$ cat config.mk
export PLATFORM = sky130hd
export DESIGN_NAME = mem_access_unit
export DESIGN_NICKNAME = d
export VERILOG_FILES = /design/src/rtl/mem_access_unit.sv
export SDC_FILE = /design/constraint.sdc
export NUM_CORES = 1
export LEC_CHECK = 0
export BUFFER_PORTS_ARGS = -buffer_cell sky130_fd_sc_hd__buf_2
export CAP_MARGIN = 20
export CORE_MARGIN = 2
export CORE_UTILIZATION = 41
export CTS_CLUSTER_DIAMETER = 150
export CTS_CLUSTER_SIZE = 20
export DETAILED_ROUTE_END_ITERATION = 8
export PLACE_DENSITY = 0.73
export REMOVE_ABC_BUFFERS = 1
export SYNTH_ARGS = -nofsm -noshare
export SYNTH_HDL_FRONTEND = slang
export SYNTH_SLANG_ARGS = --single-unit
$ cat constraint.sdc
create_clock -name clk_i -period 2.7 [get_ports clk_i]
set_clock_uncertainty 0.15 [all_clocks]
set_input_delay 0.135 -clock clk_i [delete_from_list [all_inputs] [get_ports clk_i]]
set_output_delay 0.135 -clock clk_i [all_outputs]
set_load 0.005 [all_outputs]
$ cat src/rtl/mem_access_unit.sv
// Load/store initiator for the single-port word-indexed data memory.
// Define MISALIGN_TRAP_EN to reject accesses whose byte address is not word aligned.
module mem_access_unit #(
   parameter int DATA_W    = 32,
   parameter int MEM_DEPTH = 32,
   parameter int RD_LAT    = 1
) (
   input  logic              clk_i,
   input  logic              rst_i,
   input  logic              req_valid_i,
   input  logic              req_write_i,
   input  logic [31:0]       req_addr_i,
   input  logic [DATA_W-1:0] req_wdata_i,
   output logic              req_ready_o,
   output logic              stall_o,
   output logic              resp_valid_o,
   output logic [DATA_W-1:0] resp_rdata_o,
   output logic              resp_err_o,
   output logic              memRead_o,
   output logic              memWrite_o,
   output logic [31:0]       memAddr_o,
   output logic [DATA_W-1:0] memWriteData_o,
   input  logic [DATA_W-1:0] memReadData_i
);

   typedef enum logic [1:0] {
      IDLE  = 2'd0,
      WRITE = 2'd1,
      READ  = 2'd2,
      RESP  = 2'd3
   } state_t;

   state_t      state_r;
   state_t      stateNext_s;
   logic [3:0]  cnt_r;
   logic [3:0]  cntNext_s;
   logic        accept_s;
   logic        misalign_s;
   logic        addrErr_s;
   logic [31:0] wordIdx_s;

   // Pipeline stall is combinational on the incoming valid.
   assign stall_o = req_valid_i & ~req_ready_o;

   // Acceptance and address checks on the incoming request.
   always_comb begin
      wordIdx_s = req_addr_i >> 2;
      accept_s  = req_valid_i & req_ready_o;
`ifdef MISALIGN_TRAP_EN
      misalign_s = (req_addr_i[1:0] != 2'b00);
`else
      misalign_s = 1'b0;
`endif
      addrErr_s = (wordIdx_s >= 32'(MEM_DEPTH)) | misalign_s;
   end

   // Next-state and read-latency counter logic.
   always_comb begin
      stateNext_s = state_r;
      cntNext_s   = cnt_r;
      case (state_r)
         IDLE, RESP: begin
            if (accept_s) begin
               if (addrErr_s) begin
                  stateNext_s = RESP;
                  cntNext_s   = 4'd0;
               end else if (req_write_i) begin
                  stateNext_s = WRITE;
                  cntNext_s   = 4'd0;
               end else begin
                  stateNext_s = READ;
                  cntNext_s   = 4'd1;
               end
            end else begin
               stateNext_s = IDLE;
               cntNext_s   = 4'd0;
            end
         end
         WRITE: begin
            stateNext_s = RESP;
            cntNext_s   = 4'd0;
         end
         READ: begin
            // Counter equals the index of the current READ cycle.
            if (cnt_r >= 4'(RD_LAT)) begin
               stateNext_s = RESP;
               cntNext_s   = 4'd0;
            end else begin
               stateNext_s = READ;
               cntNext_s   = cnt_r + 4'd1;
            end
         end
         default: begin
            stateNext_s = IDLE;
            cntNext_s   = 4'd0;
         end
      endcase
   end

   // State register and registered control outputs decoded from the next state.
   always_ff @(posedge clk_i) begin
      if (rst_i) begin
         state_r      <= IDLE;
         cnt_r        <= 4'd0;
         req_ready_o  <= 1'b1;
         memRead_o    <= 1'b0;
         memWrite_o   <= 1'b0;
         resp_valid_o <= 1'b0;
      end else begin
         state_r      <= stateNext_s;
         cnt_r        <= cntNext_s;
         req_ready_o  <= (stateNext_s == IDLE) || (stateNext_s == RESP);
         memRead_o    <= (stateNext_s == READ);
         memWrite_o   <= (stateNext_s == WRITE);
         resp_valid_o <= (stateNext_s == RESP);
      end
   end

   // Request latch: address and store data held until the next acceptance.
   always_ff @(posedge clk_i) begin
      if (rst_i) begin
         memAddr_o      <= 32'd0;
         memWriteData_o <= '0;
      end else if (accept_s) begin
         memAddr_o      <= wordIdx_s;
         memWriteData_o <= req_wdata_i;
      end else begin
         memAddr_o      <= memAddr_o;
         memWriteData_o <= memWriteData_o;
      end
   end

   // Response data/error: updated only on entry to RESP, held otherwise.
   always_ff @(posedge clk_i) begin
      if (rst_i) begin
         resp_rdata_o <= '0;
         resp_err_o   <= 1'b0;
      end else if (accept_s && addrErr_s) begin
         resp_rdata_o <= '0;
         resp_err_o   <= 1'b1;
      end else if ((state_r == READ) && (stateNext_s == RESP)) begin
         resp_rdata_o <= memReadData_i;
         resp_err_o   <= 1'b0;
      end else if (state_r == WRITE) begin
         resp_rdata_o <= resp_rdata_o;
         resp_err_o   <= 1'b0;
      end else begin
         resp_rdata_o <= resp_rdata_o;
         resp_err_o   <= resp_err_o;
      end
   end

endmodule

==> results of run 1 <==
## worst max-delay path, delay by kind of cell, from the launching register on
kind	cells	cell delay, ns
flops	1	0.33
simple gates	3	1.15
fa+ha+maj	2	0.36
buf+inv	1	0.05
compound gates	3	0.42
## logic make-up (layout without fill, tap and decap cells)
kind of cell | after synthesis | after routing | share of synthesized area [%]
flip-flops | 105 | 105 | 53.3
adder cells (fa/ha/maj) | 8 | 8 | 2.54
other | 1 | 3 | 0.0951
AND/OR/NAND/NOR | 218 | 218 | 22.5
buffers and inverters | 41 | 329 | 4.67
AO/OA/AOI/OAI | 103 | 103 | 16.9
## power by group
| part | internal (mW) | leakage [nW] | switching (mW) | total (mW) |
|---|---|---|---|---|
| registers | 1.75 | 0.859 | 0.104 | 1.85 |
| clock network | 0.374 | 0.0987 | 0.533 | 0.908 |
| logic | 0.620 | 1.86 | 0.734 | 1.35 |
## sequential cells by signal, indices dropped and copies added (netlist names), 2 cells and up
name            flops
resp_rdata_o       32
memWriteData_o     32
cnt_r               4
memAddr_o          30
state_r             2
## routing by layer
layer	up-vias	GRT usage, %	wire length [um]
li1	2108	-	-
met1	1950	25.4	4910
met2	208	40.7	6110
met3	28	7.59	1220
met4	0	10.5	272
met5	-	0	0
## timing repair
| item | in CTS | in global routing |
|---|---|---|
| hold endpoints to repair | 100 | 0 |
| pin swaps | 1 | 1 |
| resized for setup | 3 | 7 |
| endpoints found under the setup margin | 1 | 1 |
| buffers inserted | 0 | 1 |
| hold buffers | 95 | 0 |
## path summary, 6_finish.rpt
check | from | endpoint | slack, ns | cells past startpoint
max | cnt_r[1] | resp_err_o | 0.17 | 9
max reg2reg | cnt_r[1] | resp_err_o | 0.17 | 9
min reg2reg | memWriteData_o[15] | memWriteData_o[15] | 0.31 | 2
min | req_write_i | cnt_r[0] | 0.06 | 3
## cells in the final DEF (no fill, tap or decap)
cell type and count:
clkinv_4 3, nor3_1 3, inv_1 6, or3b_1 1
dfxtp_2 1, inv_6 1, nand4_1 1, o41ai_2 2
and2_1 1, a21oi_1 64, nor2_1 3, or2_0 1
or2_2 1, nor4_1 5, nor3b_1 1, a21oi_2 31
buf_2 197, buf_4 14, dlygate4sd3_1 95, clkbuf_8 10
o32a_4 1, a211oi_1 1, clkinv_2 1, inv_8 1
dfxtp_1 104, or4b_4 2, and2_2 1, ha_1 7
a21o_1 1, buf_12 1, or3_4 1, a31o_1 1
nand2_2 1, o31ai_2 1, a211oi_4 1, nand2_1 192
ha_2 1, nor2b_1 4, conb_1 3
## per-stage QoR
stage / area (sq um) / std cells / setup TNS [ns] / setup WS, ns / util [%]
6_report: 6250 / 895 / 0 / 0.169 / 67.3
3_3_place_gp: 5060 / 783 / -0.00608 / -0.00608 / 54.5
4_1_cts: 6210 / 894 / 0 / 0.00413 / 66.9
3_5_place_dp: 5060 / 783 / -0.107 / -0.107 / 54.5
5_1_grt: 6250 / 895 / 0 / 0.00299 / 67.3
2_1_floorplan: 3790 / 443 / -21.64 / -0.777 / -
## final cells by class
type                            instances  area share [%]
Clock buffer                           10            2.20
Tap cell                              129            2.58
Multi-Input combinational cell        332            27.4
Timing Repair Buffer                  307            33.0
Clock inverter                          6           0.820
Inverter                                6           0.360
Sequential cell                       105            33.6
==> impl_metrics.toml, run 1 <==
[layout]
antennaDiodeCount = 0
nets = 869
multi_input_area_sq_mm = 0.00171
nFillCells = 699
syn_to_final_growth_pct = 58.6
seq_area_sq_mm = 0.00210
drive_above_1_share_pct = 35.5

[sta]
worst_pin_slew_ns = 0.650
rsz0062_at_grt = "no"
slew-limit-headroom_pct = 56.7
setup_viol = 0
hold_violations = 0
post-route-period-util_pct = 93.7
post-route-min-period_ns = 2.53
slew_violations = 0
whs_ns = 0.0644
max_clock_freq_ghz = 0.395

[place]
dpl.hpwl_mm = 7.44
io_buffers = 197
place_congestion = 0.768

[grt]
grt_pass1_wl_mm = 19.2
grt_max_degree = 65
gr-total-overflow = 0
antenna_found_initial = 0
track_usage_pct = 23.1
grt_pass1_vias = 4265

[clocking]
clkLatencyLatePin_ns = 0.34
root_buffer = "clkbuf_8"
clk_pin_slew_ns = 0.09
clockBufferDepth = 2
htree_levels = 3
clock_sinks = 105
cts_tree = "built"
numCtsBuffers = 9

[critical_path]
arrival_ns = 2.64
required_ns = 2.81
critical_path_class = "reg2reg"
crit_top_cell = "or4b_4"
cp-end-kind = "flip-flop"
start_kind = "flip-flop"
worstPathCellList = "inv_1, ha_1, or4b_4, a211oi_4, a21oi_2, ha_2, and2_1, or4b_4, o31ai_2"
slowest_delay_ns = 0.50
path_max_fanout = 2
critPathSlowestCell = "or4b_4"

[synthesis]
mappedNetlistArea_sq_mm = 0.00394
yosys_register_bits = 105
yosys.area.top_type_share_pct = 53.3
synth_commonest_cells = "nand2_1 (193), dfxtp_1 (105), a21oi_1 (65)"
syn_area_per_cell_sq_um = 8.28
synth_top_area_cell = "dfxtp_1"
netlist_top_cells_area = "dfxtp_1 (53%), nand2_1 (18%), a21oi_1 (8.3%)"
syn_inst = 476
yosys_warnings = 0
synth-edff-count = 0
yosys.cell_types.count = 30
synth-seq-area-share_pct = 53.3
synth_ff_type = "dfxtp_1"
async_reset_ff_share_pct = 0
synth_most_common_cell = "nand2_1"

[power]
power-per-cell-area_mw_per_mm2 = 658
fin_total_pwr_mw = 4.11
leakagePower_nw = 2.81
ir_worst_vdd_v = 0.000363

[floorplanning]
core_area_sq_mm = 0.00928
die_area_sq_mm = 0.0104
start_util_pct = 42.5
ioPinCount = 202
row_count = 35
die_w_um = 102
die_y_um = 102

[route]
drt_iter0_drc = 159
viasPerCell = 4.80
drc = 0
via_count = 4294
drt-total-wl_mm = 12.5
dr.pass1.iters = 4
wl_per_cell_um = 14.0
ant_nets = 0

[flow_run]
max-cap-violations = 0

[run_status]
status = "finished clean"

[worst_hold_path]
hold_class = "in2reg"
Note: power is estimated with default switching activity, not from simulation.
==> inputs of run 2 (changes only) <==
Settings changed: CORE_MARGIN 2 to 5.
==> run 2 against run 1 <==
Compared with the run above:
- first-iteration DRC count rose by 82%
- maximum frequency shrank 4.7%
- core utilization grew 0.43 points
- non-clock buffer count is 8 higher
- register-to-register slack lost 0.13 ns
- cell count up 0.89%
- via count is 1.8% higher
- final area grew 1.1%
- global-route usage fell by 0.65 points
- sequential share of layout area is 0.35 points lower
- clock power fell by 2%
- setup slack got worse by 0.13 ns
- critical path type unchanged
- largest power group unchanged
==> impl_metrics.toml, run 2 (synthesis gave the netlist of run 1 again) <==
[sta]
hold_violations = 0
post-route-period-util_pct = 98.4
setup_viol = 0
rsz0062_at_grt = "yes"
setup_tns_ns = 0
slew_violations = 0
worst_pin_slew_ns = 0.658
max_clock_freq_ghz = 0.377
slew-limit-headroom_pct = 56.1
post-route-min-period_ns = 2.66

[route]
drc = 0
via_count = 4373
drt-total-wl_mm = 13.4
wl_per_cell_um = 14.8
dr.pass1.iters = 5
ant_nets = 0
viasPerCell = 4.84
drt_iter0_drc = 289

[clocking]
clk_pin_slew_ns = 0.10
clockBufferDepth = 2
clkLatencyLatePin_ns = 0.34
cts_tree = "built"
htree_levels = 3
root_buffer = "clkbuf_8"
numCtsBuffers = 9
clock_sinks = 105

[critical_path]
critPathSlowestCell = "or4b_4"
path_max_fanout = 3
r2r_end = "resp_err_o"
rrSetupSlack_ns = 0.04
cp.buffers_inverters = 2
ff2ff_path_depth = 10
r2r_start = "cnt_r[1]"
arrival_ns = 2.77
required_ns = 2.82
critical_path_class = "reg2reg"
cp-end-kind = "flip-flop"
slowest_delay_ns = 0.53
start_kind = "flip-flop"
crit_family = "simple AND/OR/NAND/NOR gates"
worstPathCellList = "inv_2, ha_4, or4b_4, a211oi_4, buf_4, a21oi_2, ha_2, and2_1, or4b_4, o31ai_2"
crit_top_cell = "or4b_4"

[power]
leakagePower_nw = 2.85
switching_share_pct = 33.2
clockPowerShare_pct = 21.2
internal_power_mw = 2.81
ir_worst_vdd_v = 0.000352
switching_power_mw = 1.40
p_comb_share_pct = 35.0
seqPwrFrac_pct = 43.8
fin_total_pwr_mw = 4.21
power-per-cell-area_mw_per_mm2 = 666

[floorplanning]
die_y_um = 108
die_w_um = 108
core_area_sq_mm = 0.00933
start_util_pct = 42.3
row_count = 35
die_area_sq_mm = 0.0117
ioPinCount = 202

[worst_hold_path]
hold_start = "req_write_i"
whs_path_depth = 3
worstHoldEndpoint = "cnt_r[0]"
hold_class = "in2reg"

[run_status]
status = "finished clean"

[flow_run]
max-cap-violations = 0

[grt]
grt_pass1_vias = 4308
track_usage_pct = 22.5
grt_pass1_wl_mm = 21.3
gr-total-overflow = 0
antenna_found_initial = 1
grt_max_degree = 65

[place]
dpl.hpwl_mm = 7.83
io_buffers = 197
place_congestion = 0.809

[layout]
drive_above_1_share_pct = 36.0
top_regs = "memWriteData_o: 32 flops, resp_rdata_o: 32 flops, memAddr_o: 30 flops"
antennaDiodeCount = 0
final_cell_mix = "buf_2 (197), nand2_1 (192), dfxtp_1 (103)"
syn_to_final_growth_pct = 60.4
final_common_cell = "buf_2"
nets = 877
[run 2: cell count changes in the layout (fill, tap and decap cells not counted), sizes merged]
cell and change:
inv -1, clkinv -1, buf +4, clkinvlp +2
dlygate4sd3 +4
[run 2: final cells by class]
cell class | count | area [sq um]
fill | 692 | 3010
timing repair buffer | 315 | 2130
sequential | 105 | 2100
multi-input combinational | 332 | 1720
tap | 129 | 161
clock buffer | 10 | 138
clock inverter | 6 | 42.5
inverter | 6 | 22.5
[run 2: tightest hold or removal path, cell delays in order]
cell and delay, ns:
buf_2 0.10, nor3_1 0.05, a31o_1 0.21
[run 2: timing repair]
action | 4_1_cts | 5_1_grt
endpoints found under the setup margin | 1 | 2
buffers inserted | 7 | 1
gates cloned | 0 | 0
hold endpoints to repair | 97 | 0
gates resized for setup | 2 | 12
pin swaps | 1 | 3
hold buffers | 99 | 0
[run 2: worst max path at each step]
stage | cells past startpoint | to | slack, ns | start
floorplan | 7 | resp_err_o | -0.78 | req_ready_o
global placement | 10 | resp_err_o | -0.06 | req_addr_i[16]
detailed placement | 10 | resp_err_o | -0.1 | req_addr_i[16]
CTS | 9 | resp_err_o | 0.02 | cnt_r[1]
global route | 10 | resp_err_o | -0.02 | cnt_r[1]
finish | 10 | resp_err_o | 0.04 | cnt_r[1]
[run 2: power groups by stage]
stage	combinational [mW]	sequential [mW]	clock, mW
2_1_floorplan	0.576	1.89	0
3_3_place_gp	1.14	1.86	0
3_5_place_dp	1.17	1.88	0
4_1_cts	1.40	1.84	0.924
5_1_grt	1.61	1.87	0.993
6_report	1.48	1.84	0.893
[run 2: per-layer routing]
layer	global-route usage, %	vias up	share of wire [%]
met3	8.18	26	11
met5	0	-	0.097
met1	27.0	1993	39
met2	37.5	233	48
met4	7.30	2	1.8
li1	-	2119	-
[run 2: metrics by stage]
| step | hold WS, ns | setup slack (ns) | utilization [%] | area [sq um] | cells |
|---|---|---|---|---|---|
| after global placement | 0.225 | -0.0625 | 54.1 | 5040 | 781 |
| final | 0.0383 | 0.0444 | 67.8 | 6320 | 903 |
| after detailed placement | 0.231 | -0.0959 | 54.1 | 5040 | 781 |
| after floorplan | 0.0541 | -0.777 | - | 3790 | 443 |
| after global routing | 0.0220 | -0.0233 | 67.8 | 6320 | 903 |
| after CTS | 0.0239 | 0.0165 | 67.2 | 6270 | 903 |
